### src/rtl/posit_decoder_param.sv
// Iterative posit<N,ES> decoder: scans the regime one bit per clock, then extracts exponent and fraction.
// Define POSIT_DEC_SCALE_EN to add the registered combined scale output (k*2^ES + exponent).
module posit_decoder_param #(
    parameter int N  = 32,
    parameter int ES = 2,
    localparam int KW = $clog2(N-1) + 1,
    localparam int FW = N - 3 - ES
) (
    input  logic                 clk,
    input  logic                 rst,
    input  logic [N-1:0]         posit_num,
    input  logic                 start,
    output logic                 busy,
    output logic                 done,
    output logic                 sign,
    output logic                 zero,
    output logic                 nar,
    output logic signed [KW-1:0] k,
    output logic [ES-1:0]        exp_value,
    output logic [FW-1:0]        mantissa
`ifdef POSIT_DEC_SCALE_EN
    ,
    output logic signed [KW+ES-1:0] scale
`endif
);

    localparam int CW = $clog2(N);
    localparam logic [CW-1:0] CNT_MAX = CW'(N-1);

    typedef enum logic [1:0] {IDLE, LOAD, REGIME, EXTRACT} state_t;

    state_t               state;
    state_t               state_n;
    logic [N-1:0]         word;
    logic [N-2:0]         sh;
    logic [N-2:0]         body;
    logic [N-2:0]         sh_t;
    logic                 run_bit;
    logic                 sign_r;
    logic                 special;
    logic                 run_cont;
    logic [CW-1:0]        cnt;
    logic [ES-1:0]        exp_n;
    logic [FW-1:0]        mant_n;
    logic signed [KW-1:0] k_n;
    logic [1:0]           unused_lsb;

    always_comb begin
        // Zero and NaR both have an all-zero body; the MSB tells them apart.
        special  = ~|word[N-2:0];
        body     = word[N-1] ? (~word[N-2:0] + (N-1)'(1)) : word[N-2:0];
        run_cont = (sh[N-2] == run_bit) && (cnt < CNT_MAX);
        sh_t     = (cnt < CNT_MAX) ? (sh << 1) : sh;
        exp_n    = sh_t[N-2 -: ES];
        // At least two shifts have happened by now, so the two LSBs are always zero.
        mant_n     = sh_t[N-2-ES -: FW];
        unused_lsb = sh_t[1:0];
        k_n = run_bit ? (KW'(cnt) - KW'(1)) : (KW'(0) - KW'(cnt));
    end

    always_ff @(posedge clk) begin
        if (!rst) state <= IDLE;
        else      state <= state_n;
    end

    always_comb begin
        state_n = state;
        case (state)
            IDLE:    if (start) state_n = LOAD;
            LOAD:    state_n = special ? IDLE : REGIME;
            REGIME:  if (!run_cont) state_n = EXTRACT;
            EXTRACT: state_n = IDLE;
            default: state_n = IDLE;
        endcase
    end

    always_comb begin
        busy = (state != IDLE);
    end

    always_ff @(posedge clk) begin
        if (!rst) begin
            word      <= '0;
            sh        <= '0;
            run_bit   <= 1'b0;
            sign_r    <= 1'b0;
            cnt       <= '0;
            done      <= 1'b0;
            sign      <= 1'b0;
            zero      <= 1'b0;
            nar       <= 1'b0;
            k         <= '0;
            exp_value <= '0;
            mantissa  <= '0;
`ifdef POSIT_DEC_SCALE_EN
            scale     <= '0;
`endif
        end else begin
            done <= 1'b0;
            case (state)
                IDLE: begin
                    if (start) word <= posit_num;
                end
                LOAD: begin
                    if (special) begin
                        done      <= 1'b1;
                        sign      <= 1'b0;
                        zero      <= ~word[N-1];
                        nar       <= word[N-1];
                        k         <= '0;
                        exp_value <= '0;
                        mantissa  <= '0;
`ifdef POSIT_DEC_SCALE_EN
                        scale     <= '0;
`endif
                    end else begin
                        sign_r  <= word[N-1];
                        sh      <= body;
                        run_bit <= body[N-2];
                        cnt     <= '0;
                    end
                end
                REGIME: begin
                    if (run_cont) begin
                        cnt <= cnt + CW'(1);
                        sh  <= sh << 1;
                    end
                end
                EXTRACT: begin
                    done      <= 1'b1;
                    sign      <= sign_r;
                    zero      <= 1'b0;
                    nar       <= 1'b0;
                    k         <= k_n;
                    exp_value <= exp_n;
                    mantissa  <= mant_n;
`ifdef POSIT_DEC_SCALE_EN
                    // exp_n is non-negative and below 2^ES, so concatenation equals k*2^ES + exp.
                    scale     <= {k_n, exp_n};
`endif
                end
                default: ;
            endcase
        end
    end

endmodule

### config.mk
export PLATFORM = sky130hd
export DESIGN_NAME = posit_decoder_param
export DESIGN_NICKNAME = d
export VERILOG_FILES = /design/src/rtl/posit_decoder_param.sv
export SDC_FILE = /design/constraint.sdc
export NUM_CORES = 1
export LEC_CHECK = 0
export ABC_AREA = 1
export CAP_MARGIN = 10
export CORE_MARGIN = 5
export CORE_UTILIZATION = 44
export DETAILED_ROUTE_END_ITERATION = 10
export GPL_TIMING_DRIVEN = 0
export PLACE_DENSITY = 0.66
export SLEW_MARGIN = 10
export SYNTH_ARGS = -nofsm -noshare
export SYNTH_HDL_FRONTEND = slang
export SYNTH_SLANG_ARGS = --single-unit
export TNS_END_PERCENT = 5
### constraint.sdc
create_clock -name clk -period 2.5 [get_ports clk]
set_input_delay 0.5 -clock clk [delete_from_list [all_inputs] [get_ports clk]]
set_output_delay 0.5 -clock clk [all_outputs]
set_load 0.01 [all_outputs]
# --- After elaboration in Yosys (flattened, before gate mapping) ---
# Index checks and enable logic that the tools add are counted.
word_totals:
  regBits: 111
  input_bits: 35
  output_inout_bits: 40
  wordCells: 67
classes:
  n_addsub: 4
  order_cmp: 1
  n_eq_ne: 9
  muxes: 27
  n_bitwise: 2
  n_reduce_logical: 11
op_table:
  columns: ["operator", "n"]
  rows:
  - ["$mux 31", 4]
  - ["$pmux 31 s2", 1]
  - ["$pmux 27 s2", 1]
  - ["$add 31x1->31 const B", 1]
  - ["$not 31->31", 1]
  - ["$reduce_or 31->1", 1]
  - ["$mux 27", 1]
  - ["$mux 6", 2]
  - ["$pmux 6 s2", 1]
  - ["$mux 5", 2]
  - ["$ne 2x2->1 const B", 5]
  - ["$pmux 5 s2", 1]
  - ["$mux 2", 4]
  - ["$pmux 1 s2", 4]
  - ["$pmux 2 s4", 1]
  - ["$reduce_and 2->1", 4]
  - ["$reduce_bool 2->1", 3]
  - ["$sub 1x5->6 const A", 1]
  - ["$sub 5x1->6 const B", 1]
  - ["$add 5x1->5 const B", 1]
  - ["$lt 5x5->1 const B", 1]
  - ["$eq 2x2->1 const B", 2]
  - ["$mux 1", 4]
  - ["$pmux 2 s2", 1]
  - ["other kinds (6)", 6]

# --- Depth between registers and ports, before layout ---
# Gate-level depths: netlist (run 1).
depth:
  ltp_word: 5
  ltp_mapped: 13
  depth_no_buf: 12

# --- Least setup slack after synthesis (run 1) ---
# Ideal clock, no wire load.
synth_path:
  path_kind: "register to register"
  from: "register word[1]"
  to: "register mantissa[12]"
  setup_ns: 0.132
  t_arrival_ns: 1.579
  required_ns: 2.368
  slack_ns: 0.789
  stages_incl_launch_ff: 14
  n_path_buf: 2
  synth_period_minus_slack_ns: 1.711
  path_cell_list: "dfxtp_1 inv_1 ha_1 nand3_2 nor2_4 nand2_4 nor2_8 nand2_1 nand2_1 inv_2 buf_6 buf_6 nand2_1 a21oi_1"
synth_between:
  elab_chain_cells: 3
synth_rtl:
  columns: ["element", "line_no", "source"]
  rows:
  - ["from (decl)", "34", "logic [N-1:0] word;"]
  - ["from (signal assigned)", "102", "if (start) word <= posit_num;"]
  - ["$reduce_or 31->1", "50", "special = ~|word[N-2:0];"]
  - ["$ne 2x2->1 (no line)", null, null]
  - ["$reduce_and 2->1 (no line)", null, null]
  - ["to (signal assigned)", "136", "mantissa <= mant_n;"]
  - ["to (decl)", "20", "output logic [FW-1:0] mantissa"]
# Every way passes these cells.
# A chain may end at the register's enable or synchronous reset.

# --- Worst setup path after layout (run 1) ---
layout_path:
  from: "register word[1]"
  to: "register sh[1]"
layout_between:
  elab_chain_cells: 5
  elab_cells_between_ends: 8
  classes_between: "1 x add/sub; 1 x eq/ne; 3 x mux; 1 x bitwise; 2 x reduce/logical"
layout_rtl:
  columns: ["element", "line_no", "source"]
  rows:
  - ["$not 31->31", "51", "body = word[N-1] ? (~word[N-2:0] + (N-1)'(1)) : word[N-2:0];"]
  - ["$add 31x1->31", "51", null]
  - ["$mux 31", "51", null]
  - ["$mux 31", "105", "if (special) begin"]
  - ["$pmux 31 s2", "100", "case (state)"]
  - ["to (signal assigned)", "118", "sh <= body;"]
  - ["to (signal assigned)", "126", "sh <= sh << 1;"]
  - ["to (decl)", "35", "logic [N-2:0] sh;"]
# Several ways; a longest one is shown, not always the timed one. The select of a mux whose other input is x is not followed.

==> results by group, run 1 <==
Status
  • Status: finished clean

Global routing
  • GRT Residual Overflow: 0
  • Largest net degree at the start of global routing: 18
  • GRT Util Overall: 22.49%
  • Number of global-route vias before repair: 5,417
  • First-pass GRT wire length: 28,210 um
  • Initial antenna violation count: 0

Die
  • I/O pin cnt: 75
  • Die X: 124.4 um
  • # rows: 41
  • Starting Density: 45.29%
  • Core ar.: 12,720 sq um
  • Chip height: 124.4 um
  • Die Area: 15,480 sq um

Synthesis
  • Synthesized area: 5762 sq um
  • Number of library cell types mapped by synthesis: 35
  • Synthesized instance count: 880
  • Syn nets: 918
  • Post-synthesis register bit count: 111
  • Asr flop ratio synth: 0%
  • Post-synth EDFFs: 0
  • Yosys warns: 0
  • Seq/Total Area, Yosys: 38.57%
  • Top FF cell, synth: dfxtp_1
  • Syn Area/Cell: 6.547 sq um

Clocking
  • Clock root buffer: clkbuf_16
  • CTS max path bufs: 2
  • Clk pin slew, worst setup/hold paths: 0.07 ns
  • H-tree levels: 3
  • Skew-Pair Late Insertion Delay: 0.36 ns
  • Num CTS Buffers: 9
  • Hold_buf cts: 0
  • Setup bufs post-CTS: 0
  • CTS Sinks: 111
  • TritonCTS clock tree: built
  • PostCTS Resize Cnt: 0

Drt
  • Post-route DRC: 0
  • DR vias: 5,926
  • Final WL: 17,640 um
  • Avg WL per Cell: 15.45 um
  • Met1 wire length: 7953 um
  • Max layer used: met4
  • Via-to-Cell Ratio: 5.189
  • Drt pass-1 iters: 5
  • Post-DRT Antenna Nets: 0
  • 1st-iter DRT viols: 448
  • WL met3: 1084 um
  • Metal2 WL: 8165 um

Power and ir drop
  • Pleak: 2.809 nW
  • Pwr/cell area: 768.7 nW/um^2
  • Maximum vdd drop: 0.4592 mV

Timing
  • Final WS setup: 0.4335 ns
  • Setup TNS: 0 ns
  • Fin. Hold Viols: 0
  • Slew @ Worst Pin: 0.6691 ns
  • Min Tclk post-route: 2.067 ns
  • Clock Skews: 0.006603 ns
  • Tcrit/Tclk final: 82.66%
  • F_max: 0.4839 GHz
  • Final setup violation count: 0
  • Worst hold margin: 0.4597 ns
  • Pins Over Slew Limit: 0
  • Slew headroom: 55.39%
  • RSZ-0062 raised after global routing: no

Critical path
  • Worst path max stage delay: 0.30 ns
  • R2R depth: 10
  • Buf+Inv Stages, Crit Path: 2
  • Crit end category: flop
  • Slowest CP cell: dfxtp_1
  • WP data required: 2.75 ns
  • CP most frequent cell: nand2_4
  • Critical path depth: 10
  • Cell Chain, Critical Path: inv_1, ha_1, nand3_2, nor2_4, nand2_4, o21ai_2, nand2_4, buf_4, o21ai_0, nor2_1
  • Cell family with most CP delay: simple AND/OR/NAND/NOR gates
  • Crit-path max FO: 10
  • Arrival time at the worst endpoint: 2.31 ns
  • Startpoint Class: flop
  • Worst setup path class: flop to flop

Placement
  • Dpl cells: 1,126
  • Place WS: 0.1898 ns
  • Port Buffer Count: 74
  • DP HPWL: 13,730 um
  • Final GP Congestion: 0.9402

Final layout
  • Multi-input logic area: 3044 sq um
  • Most frequent cells in the layout: 185 x nand2_1, 149 x nor2_1, 111 x dfxtp_1, 99 x a21oi_1, 97 x o21ai_0
  • # diodes: 0
  • Layout cells sized above 1: 6.598%
  • Nets: 1,003
  • Non-Filler Instances: 1,142
  • Fill count: 1,352
  • Register area: 2222 sq um
  • Most common cell after layout, fill and taps aside: nand2_1
  • Area growth syn-to-layout: 22.04%

Flow run
  • Maxcap violations: 0

Min path
  • HP Class: flop to flop
  • Hold Path Depth: 2
## cells in the mapped netlist (4+ instances only)
cell,count,area [sq um]
o21ai_0,97,485.5
inv_2,7,26.28
dfxtp_1,111,2222
o21ai_1,16,80.08
buf_4,4,30.03
nand2_1,185,694.4
nor2_1,149,559.3
inv_1,54,202.7
o211ai_1,4,30.03
buf_2,8,40.04
nor2_2,9,56.30
buf_6,6,67.56
a21oi_1,99,495.5
nand3_1,62,310.3
clkbuf_1,27,101.4
buf_1,4,15.01
xnor2_1,5,43.79
## worst paths after layout
kind                start  endpoint  slack (ns)
setup / recovery  word[1]     sh[1]        0.43
hold / removal       k[5]      k[5]        0.46
setup reg to reg  word[1]     sh[1]        0.43
hold reg to reg      k[5]      k[5]        0.46
## tightest hold or removal path, cell delays in order (launching register included)
cell and delay (ns):
dfxtp_1 0.31, nand2_1 0.06, a21oi_1 0.05
## layer usage
metal  GRT usage, %  up-vias
met5              0        -
met4          7.221        0
met3          4.974       26
met2          36.10      171
met1          30.09     2694
li1               -     3035
## cell type report
| cell class | instances | area share (%) |
|---|---|---|
| tap | 172 | 3.060 |
| sequential | 111 | 31.60 |
| multi-input combinational | 656 | 43.29 |
| inverter | 63 | 3.363 |
| buffer | 50 | 3.683 |
| timing repair buffer | 74 | 10.53 |
| clock inverter | 5 | 1.157 |
| clock buffer | 11 | 3.310 |
## where the power goes
group / internal (mW) / switching, mW
sequential: 1.99 / 0.194
combinational: 0.566 / 1.09
clock: 0.883 / 0.682
total: 3.44 / 1.97
## kinds of logic (layout without fill, tap and decap cells)
| group | Yosys count | after routing | share of synthesized area, % |
|---|---|---|---|
| xor+xnor | 7 | 7 | 1.064 |
| buf+inv | 113 | 203 | 8.599 |
| flops | 111 | 111 | 38.57 |
| simple gates | 422 | 422 | 31.05 |
| compound gates | 224 | 224 | 20.07 |
| fa+ha+maj | 3 | 3 | 0.6515 |
## through the flow
stage	util [%]	total power, mW	instance area [sq um]
final	55.27	5.405	7032
after global routing	55.27	5.740	7032
after CTS	55.27	5.413	7032
after detailed placement	52.80	3.856	6718
after global placement	52.80	3.849	6718
after floorplan	-	3.327	5762
## flip-flops by register name, summed over array words and instances (netlist names), named ones only
name and flops:
nar 1, state 1, zero 1, sign 1, exp_value 2, word 32
k 6, run_bit 1, cnt 5, sh 31, mantissa 27, done 1
sign_r 1
Power figures use the tool's default switching activity.
==> run 2, diff against run 1 <==
- PLACE_DENSITY: 0.66 -> 0.68
- clock period: 2.5 -> 1.8 ns (I/O delays scaled with it)
==> run 2 against run 1 <==
The flow now finishes with violations (setup timing). Sequential share of layout area down 1.1 points. Final area is 3.9% higher. Clock skew rose by 0.0029 ns. Sequential power grew 39%. Cell count rose by 1.6%. Non-clock buffer count up 18. Global-route usage shrank 0.36 points. Clock power increased by 23%. Utilization grew 2.2 points. Count of clock-buffer cells in the layout rose by 1. Critical path type unchanged. Largest power group unchanged. Highest routed layer unchanged.
==> results by group, run 2 (synthesis gave the netlist of run 1 again) <==
Status
  • Status: complete, but fails checks
  • Failing checks: setup timing

Global routing
  • GR peak layer: met2
  • GRT Util Overall: 22.14% (-0.36 points)
  • Largest net degree at the start of global routing: 18 (unchanged)
  • M1 GR Usage: 28.94% (-1.1 points)
  • GRT Residual Overflow: 0 (unchanged)
  • Met2 usage: 37.12% (+1.0 points)
  • Number of global-route vias before repair: 5,479 (+1.1%)
  • First-pass GRT wire length: 27,950 um (-0.93%)
  • GR Util met3: 4.931% (-0.043 points)
  • Initial antenna violation count: 0 (unchanged)

Min path
  • Min-delay src: exp_value[1]
  • Hold Path End: exp_value[1]
  • Hold Path Depth: 2 (unchanged)
  • HP Class: flop to flop

Timing
  • Fin. Hold Viols: 0 (unchanged)
  • Pins Over Slew Limit: 0 (unchanged)
  • Tcrit/Tclk final: 102.7% (+20 points)
  • Slew @ Worst Pin: 0.6185 ns (-0.05063 ns)
  • Min Tclk post-route: 1.849 ns (-0.2178 ns)
  • Final setup violation count: 15 (+15)
  • Slew headroom: 58.77% (+3.4 points)
  • F_max: 0.5409 GHz (+12%)
  • Clock Skews: 0.009466 ns (+0.002863 ns)
  • RSZ-0062 raised after global routing: yes
  • Final WS setup: -0.04876 ns (-0.4822 ns)

Clocking
  • Num CTS Buffers: 9 (unchanged)
  • H-tree levels: 3 (unchanged)
  • Clock root buffer: clkbuf_16
  • TritonCTS clock tree: built
  • Clk pin slew, worst setup/hold paths: 0.07 ns (about the same)
  • CTS Sinks: 111 (unchanged)
  • Hold_buf cts: 0 (unchanged)
  • CTS max path bufs: 2 (unchanged)
  • Skew-Pair Late Insertion Delay: 0.36 ns (about the same)

Final layout
  • Fin util: 57.44% (+2.2 points)
  • # diodes: 0 (unchanged)
  • Most frequent cells in the layout: 170 x nand2_1, 145 x nor2_1, 108 x dfxtp_1, 98 x a21oi_1, 92 x o21ai_0
  • Layout cells sized above 1: 11.94% (+5.3 points)
  • Largest regs: word x32, sh x31, mantissa x27
  • Most common cell after layout, fill and taps aside: nand2_1
  • Reg with most FFs: word
  • Final Cell Area: 7307 sq um (+3.9%)
  • Non-Filler Instances: 1,160 (+1.6%)
  • Area growth syn-to-layout: 26.82%
  • Nets: 1,021 (+1.8%)
  • Max FFs per register: 32 (unchanged)

Flow run
  • Maxcap violations: 0 (unchanged)

Critical path
  • Crit end category: flop
  • Worst R2R Start: word[1]
  • Flop-to-flop setup slack: -0.05 ns (-0.48 ns)
  • Worst setup path class: flop to flop
  • R2R depth: 13 (+3)
  • Startpoint Class: flop
  • Arrival time at the worst endpoint: 2.07 ns (-0.24 ns)
  • Reg-to-Reg End: mantissa[16]
  • WP data required: 2.03 ns (-0.72 ns)
  • Crit-path max FO: 7 (-3)

Drt
  • Post-DRT Antenna Nets: 0 (unchanged)
  • Drt pass-1 iters: 6 (+1)
  • Post-route DRC: 0 (unchanged)
  • Avg WL per Cell: 15.12 um (-2.1%)
  • Final WL: 17,540 um (-0.57%)
  • Via-to-Cell Ratio: 5.195 (+0.11%)
  • 1st-iter DRT viols: 397 (-11%)
  • DR vias: 6,026 (+1.7%)

Power and ir drop
  • Sw Pwr: 2.778 mW (+41%)
  • Register share of total power: 40.8% (+0.5 points)
  • Cell internal pwr: 4.647 mW (+35%)
  • Clock power frac: 25.9% (-3.1 points)
  • Maximum vdd drop: 0.5971 mV (+30%)
  • Pleak: 2.940 nW (+4.7%)
  • Sw Ratio: 37.42% (+0.97 points)
  • Gate power share: 33.3% (+2.6 points)
  • Pwr/cell area: 1016 nW/um^2 (+32%)

Placement
  • Final GP Congestion: 0.9422 (+0.21%)
  • Place WS: -0.3537 ns (-0.5435 ns)
  • DP Area: 6718 sq um (unchanged)
  • DP HPWL: 13,420 um (-2.3%)
  • Port Buffer Count: 74 (unchanged)
  • Dpl cells: 1,126 (unchanged)

Die
  • Die X: 124.4 um (unchanged)
  • Chip height: 124.4 um (unchanged)
  • I/O pin cnt: 75 (unchanged)
  • Die Area: 15,480 sq um (unchanged)
  • # rows: 41 (unchanged)
  • Starting Density: 45.29% (unchanged)
  • Core ar.: 12,720 sq um (unchanged)
-- run 2: cell count changes in the layout (fill, tap and decap cells not counted), moves of 6 or more --
cell / previous run / this run
nand2_2: 3 / 16
clkbuf_2: 1 / 7
buf_4: 4 / 18
nand2_1: 185 / 170
-- run 2: what timing repair did --
action                     4_1_cts  5_1_grt
setup endpoints to repair       79       72
gates resized for setup         13       51
pin swaps                        5       10
gates cloned                     0        2
buffers inserted                 5       11
-- run 2: worst max-delay path by stage --
stage,to,cells after the start,slack (ns),start
after floorplan,mantissa[12],13,0.09,word[1]
after global placement,run_bit,5,-0.35,rst
after detailed placement,run_bit,5,-0.35,rst
after CTS,mantissa[14],13,-0.004,word[0]
after global routing,mantissa[16],13,-0.14,word[1]
final,mantissa[16],13,-0.05,word[1]
-- run 2: cell type report --
type / count / area [sq um]
fill: 1330 / 5415
timing repair buffer: 92 / 895.9
multi-input combinational: 656 / 3163
inverter: 63 / 242.7
sequential: 111 / 2228
buffer: 50 / 285.3
tap: 172 / 215.2
clock inverter: 4 / 30.03
clock buffer: 12 / 246.5
-- run 2: power groups by stage --
stage | combinational (mW) | clock, mW | sequential (mW)
after floorplan | 1.61 | 0 | 3.01
after global placement | 2.24 | 0 | 3.08
after detailed placement | 2.26 | 0 | 3.08
after CTS | 2.32 | 1.95 | 3.02
after global routing | 2.76 | 2.06 | 3.08
final | 2.47 | 1.92 | 3.03
-- run 2: per-layer routing --
layer  up-vias  wire, um
li1       3060         -
met1      2774      7856
met2       164      8312
met3        28      1015
met4         0       355
met5         -         0
-- run 2: critical path, cell delays in order, from the launching register on --
cell and delay [ns]:
dfxtp_2 0.32, inv_2 0.08, ha_4 0.16, nand3_4 0.09
nor2_4 0.19, nand2_4 0.11, nor2_8 0.15, nand2_2 0.06
nand2_2 0.08, inv_2 0.06, buf_8 0.14, clkbuf_16 0.16
nand2_2 0.05, a21oi_1 0.05
-- run 2: per-stage QoR --
stage | hold slack, ns | power (mW) | setup TNS, ns
finish | 0.4595 | 7.425 | -0.4255
global placement | 0.4463 | 5.320 | -11.62
detailed placement | 0.4510 | 5.334 | -12.03
CTS | 0.4597 | 7.291 | -0.003940
global route | 0.4788 | 7.899 | -4.755
floorplan | 0.4459 | 4.621 | 0
==> run 3, diff against run 2 <==
- CTS_CLUSTER_SIZE: not set -> 8
==> results of run 3 <==
The final DEF is identical to that of run 2; final timing and power are the same.
